## config.mk

```make
export PLATFORM = sky130hd
export DESIGN_NAME = rpn_engine
export DESIGN_NICKNAME = d
export VERILOG_FILES = /design/src/rtl/rpn_engine.sv
export SDC_FILE = /design/constraint.sdc
export NUM_CORES = 2
export LEC_CHECK = 0
export BUFFER_PORTS_ARGS = -buffer_cell sky130_fd_sc_hd__buf_2
export CAP_MARGIN = 15
export CELL_PAD_IN_SITES_DETAIL_PLACEMENT = 2
export CELL_PAD_IN_SITES_GLOBAL_PLACEMENT = 2
export CORE_UTILIZATION = 47
export CTS_CLUSTER_DIAMETER = 100
export DETAILED_ROUTE_END_ITERATION = 6
export PLACE_DENSITY_LB_ADDON = 0.1
export SETUP_SLACK_MARGIN = 0.4
export SLEW_MARGIN = 20
export SYNTH_ARGS = -nofsm -noshare
export SYNTH_HDL_FRONTEND = slang
export SYNTH_SLANG_ARGS = --single-unit
```

## constraint.sdc

```tcl
create_clock -name clk -period 21 [get_ports clk]
set_input_delay 2.1 -clock clk [delete_from_list [all_inputs] [get_ports clk]]
set_output_delay 2.1 -clock clk [all_outputs]
set_load 0.05 [all_outputs]
```

## src/rtl/rpn_engine.sv

```systemverilog
// RPN calculator core: operand stack, ALU and two-state command sequencer.
// Define RPN_MUL_EN to implement opcode 11 (MUL); otherwise it reports illegal.
module rpn_engine #(
  parameter int WIDTH = 16,
  parameter int DEPTH = 32
) (
  input  logic                         clk,
  input  logic                         rst,
  input  logic                         cmd_valid,
  output logic                         cmd_ready,
  input  logic [3:0]                   cmd_op,
  input  logic [WIDTH-1:0]             cmd_data,
  output logic [WIDTH-1:0]             top,
  output logic [WIDTH-1:0]             next,
  output logic [$clog2(DEPTH+1)-1:0]   count,
  output logic                         done,
  output logic [1:0]                   err
);

  localparam int CW = $clog2(DEPTH+1);
  localparam int AW = $clog2(DEPTH);

  localparam logic ST_IDLE = 1'b0;
  localparam logic ST_EXEC = 1'b1;

  localparam logic [3:0] OP_PUSH  = 4'd0;
  localparam logic [3:0] OP_POP   = 4'd1;
  localparam logic [3:0] OP_ADD   = 4'd2;
  localparam logic [3:0] OP_SUB   = 4'd3;
  localparam logic [3:0] OP_SLL   = 4'd4;
  localparam logic [3:0] OP_SRL   = 4'd5;
  localparam logic [3:0] OP_SLTU  = 4'd6;
  localparam logic [3:0] OP_AND   = 4'd7;
  localparam logic [3:0] OP_OR    = 4'd8;
  localparam logic [3:0] OP_NOR   = 4'd9;
  localparam logic [3:0] OP_XOR   = 4'd10;
  localparam logic [3:0] OP_MUL   = 4'd11;
  localparam logic [3:0] OP_SWAP  = 4'd12;
  localparam logic [3:0] OP_DUP   = 4'd13;
  localparam logic [3:0] OP_CLEAR = 4'd14;
  localparam logic [3:0] OP_RSVD  = 4'd15;

  localparam logic [1:0] ERR_OK    = 2'b00;
  localparam logic [1:0] ERR_UNDER = 2'b01;
  localparam logic [1:0] ERR_OVER  = 2'b10;
  localparam logic [1:0] ERR_ILL   = 2'b11;

  logic             state;
  logic [3:0]       op_q;
  logic [WIDTH-1:0] data_q;
  logic [WIDTH-1:0] mem [DEPTH];
  logic [CW-1:0]    cnt;

  logic [AW-1:0]    idx_t, idx_n, idx_p;
  logic [WIDTH-1:0] alu;
  logic [CW-1:0]    cnt_n;
  logic [1:0]       err_n;
  logic             we0, we1;
  logic [AW-1:0]    idx0, idx1;
  logic [WIDTH-1:0] d0, d1;

  // Index arithmetic wraps in AW bits, so count = DEPTH still maps to the last entry.
  assign idx_t = AW'(cnt - CW'(1));
  assign idx_n = AW'(cnt - CW'(2));
  assign idx_p = AW'(cnt);

  assign top       = (cnt != '0)      ? mem[idx_t] : '0;
  assign next      = (cnt > CW'(1))   ? mem[idx_n] : '0;
  assign count     = cnt;
  assign cmd_ready = (state == ST_IDLE) && !rst;

`ifdef RPN_MUL_EN
  localparam bit MUL_OK = 1'b1;
  logic [2*WIDTH-1:0] prod;
  assign prod = {{WIDTH{1'b0}}, next} * {{WIDTH{1'b0}}, top};
`else
  localparam bit MUL_OK = 1'b0;
`endif

  always_comb begin
    alu = '0;
    case (op_q)
      OP_ADD:  alu = next + top;
      OP_SUB:  alu = next - top;
      OP_SLL:  alu = (top >= WIDTH'(WIDTH)) ? '0 : (next << top);
      OP_SRL:  alu = (top >= WIDTH'(WIDTH)) ? '0 : (next >> top);
      OP_SLTU: alu[0] = (next < top);
      OP_AND:  alu = next & top;
      OP_OR:   alu = next | top;
      OP_NOR:  alu = ~(next | top);
      OP_XOR:  alu = next ^ top;
`ifdef RPN_MUL_EN
      OP_MUL:  alu = prod[WIDTH-1:0];
`endif
      default: alu = '0;
    endcase
  end

  // SWAP is the only command needing a second write port.
  always_comb begin
    err_n = ERR_OK;
    cnt_n = cnt;
    we0   = 1'b0;
    we1   = 1'b0;
    idx0  = idx_p;
    idx1  = idx_n;
    d0    = data_q;
    d1    = top;
    case (op_q)
      OP_PUSH: begin
        if (cnt == CW'(DEPTH)) err_n = ERR_OVER;
        else begin
          we0   = 1'b1;
          cnt_n = cnt + CW'(1);
        end
      end
      OP_POP: begin
        if (cnt == '0) err_n = ERR_UNDER;
        else cnt_n = cnt - CW'(1);
      end
      OP_SWAP: begin
        if (cnt < CW'(2)) err_n = ERR_UNDER;
        else begin
          we0  = 1'b1;
          idx0 = idx_t;
          d0   = next;
          we1  = 1'b1;
        end
      end
      OP_DUP: begin
        if (cnt == CW'(DEPTH)) err_n = ERR_OVER;
        else if (cnt == '0) err_n = ERR_UNDER;
        else begin
          we0   = 1'b1;
          d0    = top;
          cnt_n = cnt + CW'(1);
        end
      end
      OP_CLEAR: cnt_n = '0;
      OP_RSVD:  err_n = ERR_ILL;
      default: begin
        if (op_q == OP_MUL && !MUL_OK) err_n = ERR_ILL;
        else if (cnt < CW'(2)) err_n = ERR_UNDER;
        else begin
          we0   = 1'b1;
          idx0  = idx_n;
          d0    = alu;
          cnt_n = cnt - CW'(1);
        end
      end
    endcase
  end

  always_ff @(posedge clk) begin
    if (rst) begin
      state  <= ST_IDLE;
      cnt    <= '0;
      done   <= 1'b0;
      err    <= ERR_OK;
      op_q   <= '0;
      data_q <= '0;
    end else begin
      done <= 1'b0;
      case (state)
        ST_IDLE: begin
          if (cmd_valid) begin
            op_q   <= cmd_op;
            data_q <= cmd_data;
            state  <= ST_EXEC;
          end
        end
        default: begin
          cnt   <= cnt_n;
          err   <= err_n;
          done  <= 1'b1;
          state <= ST_IDLE;
        end
      endcase
    end
  end

  always_ff @(posedge clk) begin
    if (!rst && state == ST_EXEC) begin
      if (we0) mem[idx0] <= d0;
      if (we1) mem[idx1] <= d1;
    end
  end

endmodule

```

After elaboration in Yosys (flattened, before gate mapping)
Memories as Yosys holds them, arrays and structs flattened.
Cells that the tools add are included.
{"block": "totals", "mem_count": 1, "input_bits": 23, "ramBits": 512, "out_inout_bits": 42, "reg_bits": 30}
{"name": "mem", "words": 32, "word_bits": 16, "read_ports": 2, "rd_clocked_by_memory_dff": 0, "wr": 2, "line": "51", "rtl": "logic [WIDTH-1:0] mem [DEPTH];"}
{"block": "classes", "add_sub_neg": 5, "n_lt_le_gt_ge": 4, "shift": 2, "n_eq_ne": 22, "reduce_logical": 13, "bitwise_logic": 6, "muxes": 44}
{"operator": "$mux W16", "count": 9}
{"operator": "$pmux W15 S8", "count": 1}
{"operator": "$pmux W16 S3", "count": 1}
{"operator": "$mux W6", "count": 6}
{"operator": "$eq A4 B4 Y1 const B", "count": 8}
{"operator": "$pmux W6 S5", "count": 1}
{"operator": "$add A16 B16 Y16", "count": 1}
{"operator": "$and A16 B16 Y16", "count": 1}
{"operator": "$eq A4 B3 Y1 const B", "count": 4}
{"operator": "$ge A16 B5 Y1 const B", "count": 1}
{"operator": "$lt A16 B16 Y1", "count": 1}
{"operator": "$mux W1", "count": 16}
{"operator": "$not A16 Y16", "count": 1}
{"operator": "$or A16 B16 Y16", "count": 1}
{"operator": "$shl A16 B16 Y16", "count": 1}
{"operator": "$shr A16 B16 Y16", "count": 1}
{"operator": "$sub A16 B16 Y16", "count": 1}
{"operator": "$xor A16 B16 Y16", "count": 1}
{"operator": "$mux W5", "count": 3}
{"operator": "$pmux W2 S6", "count": 1}
{"operator": "$ne A5 B1 Y1 const B", "count": 2}
{"operator": "$pmux W5 S2", "count": 1}
{"operator": "$pmux W1 S9", "count": 1}
{"operator": "$eq A4 B2 Y1 const B", "count": 2}
{"operator": "22 further kinds", "count": 30}

Depth between registers and ports, before layout
An unclocked memory read counts as a cell.
{"block": "depth", "ltp_word": 9, "mapped_depth": 37, "depth_no_buf": 22}

Least setup slack after synthesis
OpenSTA, ideal clock, no wires.
{"block": "synth_path", "kind": "reg2reg", "startpoint": "register cnt[0] (netlist: count[0])", "endpoint": "memory mem[31][12] (data pin)", "slack_ns": 12.052, "synth_period_minus_slack_ns": 8.948, "t_arrival_ns": 8.679, "setup_time_ns": 0.269, "path_stages_with_launch": 38, "required_time_ns": 20.731, "path_buffers": 16, "cell_sequence": "dfxtp_1 -> buf_6 -> buf_6 -> buf_6 -> buf_4 -> buf_4 -> buf_2 -> buf_2 -> inv_1 -> ha_1 -> buf_2 -> buf_6 -> buf_2 -> buf_2 -> mux4_2 -> mux2i_1 -> o22ai_1 -> nor2_1 -> [2 not listed] -> buf_2 -> buf_2 -> clkbuf_1 -> ha_1 -> inv_1 -> fa_1 -> a21o_1 -> a21oi_1 -> o21bai_1 -> a2111o_1 -> and3_1 -> o21ai_0 -> nand2b_1 -> xor2_1 -> a211o_1 -> o31ai_2 -> buf_2 -> o21ai_0"}
{"element": "from (decl)", "line": "52", "rtl": "logic [CW-1:0] cnt;"}
{"element": "from (signal assigned)", "line": "173", "rtl": "cnt <= cnt_n;"}
{"element": "to (decl)", "line": "51"}

==> run summary <==
Core ar.: 75900 sq um
max frequency: 106 MHz
Seq/Total Area, Yosys: 0.443
insertion delay to the later sink of the worst-skew pair: 0.65 ns
CTS Buf Count: 67
tightest slew margin relative to the limit: 0.128
standard cell with the maximum stage delay on the critical path: dfxtp_4
Min-Delay Path Class: register to register
post-place instance area: 37600 sq um
maximum vdd ir drop: 0.0692 mV
quantity of gates resized following cts: 0
number of setup buffers added after CTS: 0
overflow left after global routing: 0
dpl cells: 4121
first-pass GRT wire length: 246000 um
leak pwr: 0.0135 uW
I/O pin count: 65
largest net degree at the start of global routing: 60
routed wire length: 173000 um
switching power: 1660 uW
fraction of synthesized cell area taken by the top area cell type: 0.427
synthesized instance count: 3238
worst clock skew: 0.0413 ns
nets in the synthesized netlist: 3319
count of nets left with antenna violations after detail routing: 0
number of endpoints with negative hold slack in the final report: 0
count of buffers from port buffering: 64
required time of the critical path: 21.36 ns
Top FF cell, synth: edfxtp_1
routed wire length per instance: 40.7 um
total number of nets in the final design: 3242
deepest level of the CTS H-tree: 3
weighted congestion reported at the end of routability-driven placement: 0.950
clock sink count: 542
DIE HEIGHT: 279 um
transition at the pin with the smallest max-transition slack: 1.29 ns
largest cells by area after synthesis: edfxtp_1 43%, mux4_2 17%, nand2_1 4.9%
P&R area growth vs syn: 10.6%
Reg clk slew, reported paths: 0.06 ns
unrepaired setup endpoints after global routing: no
final-layout fill cell count: 7387
via count: 31800
standard-cell rows: 101
drc violations: 0
CP max stage delay: 0.93 ns
EDFF count, synth: 512
fraction of final layout cells sized beyond drive strength 1: 0.222
Die W: 279 um
sequential share of power: 0.305
max-slew violation count: 0
cell repeated most along the worst path: buf_4
largest area contributor in the netlist: edfxtp_1
post-synthesis instance area: 36000 sq um
Total GRT Usage: 0.443
critical path class: register to register
Arrival @ worst endpoint: 9.76 ns
Maximum Capacitance Violations: 0
area of the die: 77800 sq um
internal portion of total power: 2330 uW
total power density per cell area: 100 nW/um^2
Worst Setup End Kind: register
initial antenna violation count: 5
worst hold slack after final layout: 0.487 ns
setup TNS: 0 ns
Yosys cell types: 87
count of buffer and inverter cells on the critical path: 8
final standard cell area without fillers: 39900 sq um
CP startpoint kind: register
count of warnings emitted by yosys: 0
CTS root buf: clkbuf_16
Avg Synthesized Cell Area: 11.1 sq um
final critical-path share of the clock period: 0.448
crit path time final: 9.40 ns
Pre-Repair DR Iteration Count: 6
TritonCTS clock tree: yes
worst-path fanout max: 59
# setup viols final: 0
DPL Wire Length: 114000 um
status: complete, no violations
average vias per placed instance: 7.49
switching part of the total: 0.416
number of hold buffers added after CTS: 0
synthesis-stage register bit count: 542
deepest clock path buffer count: 3
vias in the first global route: 33300
dominant delay contributor by cell family on the critical path: buffers and inverters
fraction of power consumed by combinational cells: 0.402
async set or reset register ratio after synthesis: 0
filler-free cell count of the finished design: 4245
initial drt markers: 4224
part of the total power dissipated in the clock network: 0.292
starting density of the core: 0.475
-- metrics by stage --
stage / setup WS, ns / power (uW) / util
after floorplan: 12.05 / 2210 / -
after global placement: 12.22 / 2710 / 0.495
after detailed placement: 11.91 / 2770 / 0.496
after CTS: 11.86 / 3930 / 0.524
after global routing: 11.27 / 4060 / 0.525
final: 11.60 / 3990 / 0.525
-- registers in the layout (all words and copies together), names as in the netlist --
signal,flops
mem,512
data_q,16
count,6
op_q,4
err,2
done,1
state,1
-- cells in the mapped netlist, drive strengths merged (5+ instances only) --
| cell type | count |
|---|---|
| o22ai | 27 |
| o22a | 16 |
| nand3 | 98 |
| o211ai | 46 |
| mux2 | 40 |
| or2 | 5 |
| nand2 | 467 |
| a31oi | 17 |
| xor2 | 8 |
| o21bai | 11 |
| xnor2 | 31 |
| nor4 | 6 |
| o31ai | 6 |
| o41ai | 5 |
| mux4 | 275 |
| and2 | 11 |
| inv | 56 |
| dfxtp | 30 |
| and3 | 8 |
| edfxtp | 512 |
| nor3 | 24 |
| ha | 56 |
| a22o | 25 |
| a41oi | 6 |
| buf | 116 |
| o221ai | 13 |
| nand2b | 23 |
| o21a | 10 |
| or3 | 17 |
| a221o | 5 |
| a21oi | 154 |
| a211oi | 20 |
| o21ai | 402 |
| a32oi | 5 |
| a221oi | 21 |
| nor2b | 10 |
| mux2i | 140 |
| nor2 | 163 |
| clkbuf | 222 |
| nand3b | 6 |
| a22oi | 47 |
| a21o | 9 |
-- cells by family (layout without fill, tap and decap cells) --
family                     count (synthesis)  in the layout  synth area share
other                                      0              1                 0
and+or+nand+nor                          853            853             0.101
xor gates and xnor gates                  39             39           0.00968
muxes                                    455            455             0.223
AOI/OAI and AO/OA                        897            897             0.155
adders and majority gates                 58             58            0.0205
DFF                                      542            542             0.443
buffers and inverters                    394            370            0.0473
-- cell usage in the layout (no fill, tap or decap), types with 98 or more instances in the layout --
cell,count
nor2_1,142
o21ai_1,175
buf_4,126
mux4_2,275
mux2i_1,140
edfxtp_1,512
a21oi_1,152
nand3_1,98
nand2_1,467
o21ai_0,193
-- worst paths after layout --
path | start | to | slack, ns | cells after the start
worst max-delay path | count[0]$_SDFFE_PP0P_ | mem[18][14]$_DFFE_PP_ | 11.60 | 26
worst min-delay path | err[0]$_SDFFE_PP0P_ | err[0]$_SDFFE_PP0P_ | 0.49 | 2
worst max register to register | count[0]$_SDFFE_PP0P_ | mem[18][14]$_DFFE_PP_ | 11.60 | 26
worst min register to register | err[0]$_SDFFE_PP0P_ | err[0]$_SDFFE_PP0P_ | 0.49 | 2
-- cell type report --
class	count	area [sq um]	share of cell area
multi-input combinational	2302	18900	0.475
sequential	542	16000	0.401
clock buffer	84	1780	0.0447
timing repair buffer	192	1300	0.0327
tap	1030	1290	0.0323
clock inverter	38	352	0.00882
inverter	56	210	0.00527
antenna	1	2.50	0.0000628
-- worst reg2reg max path, stage by stage (launching register included) --
cell       delay (ns)
dfxtp_4          0.93
inv_1            0.39
ha_4             0.82
buf_4            0.77
mux4_2           0.44
mux2i_1          0.75
o22ai_1          0.30
buf_4            0.26
nor2_2           0.08
buf_4            0.40
inv_2            0.13
buf_4            0.40
ha_1             0.44
inv_1            0.12
fa_1             0.24
o21ba_2          0.14
o21ai_0          0.12
a21o_1           0.21
a21oi_1          0.31
o21a_1           0.25
o31ai_1          0.13
a221oi_1         0.35
o2bb2ai_1        0.12
mux2i_1          0.15
a32o_1           0.29
buf_4            0.42
o21ai_1          0.19
-- power groups by stage --
stage	Combinational (uW)	Sequential [uW]	Clock, uW
2_1_floorplan	982	1230	0
4_1_cts	1550	1220	1160
6_report	1600	1220	1170
5_1_grt	1650	1220	1200
3_5_place_dp	1530	1240	0
3_3_place_gp	1470	1240	0
-- per-layer routing --
metal	part of all wire	GRT usage	vias up
li1	-	-	12300
met1	0.36	0.546	16600
met2	0.46	0.701	2212
met3	0.10	0.104	658
met4	0.077	0.289	4
met5	0.00016	0	-
No activity file was read; power rests on OpenSTA's default activity.
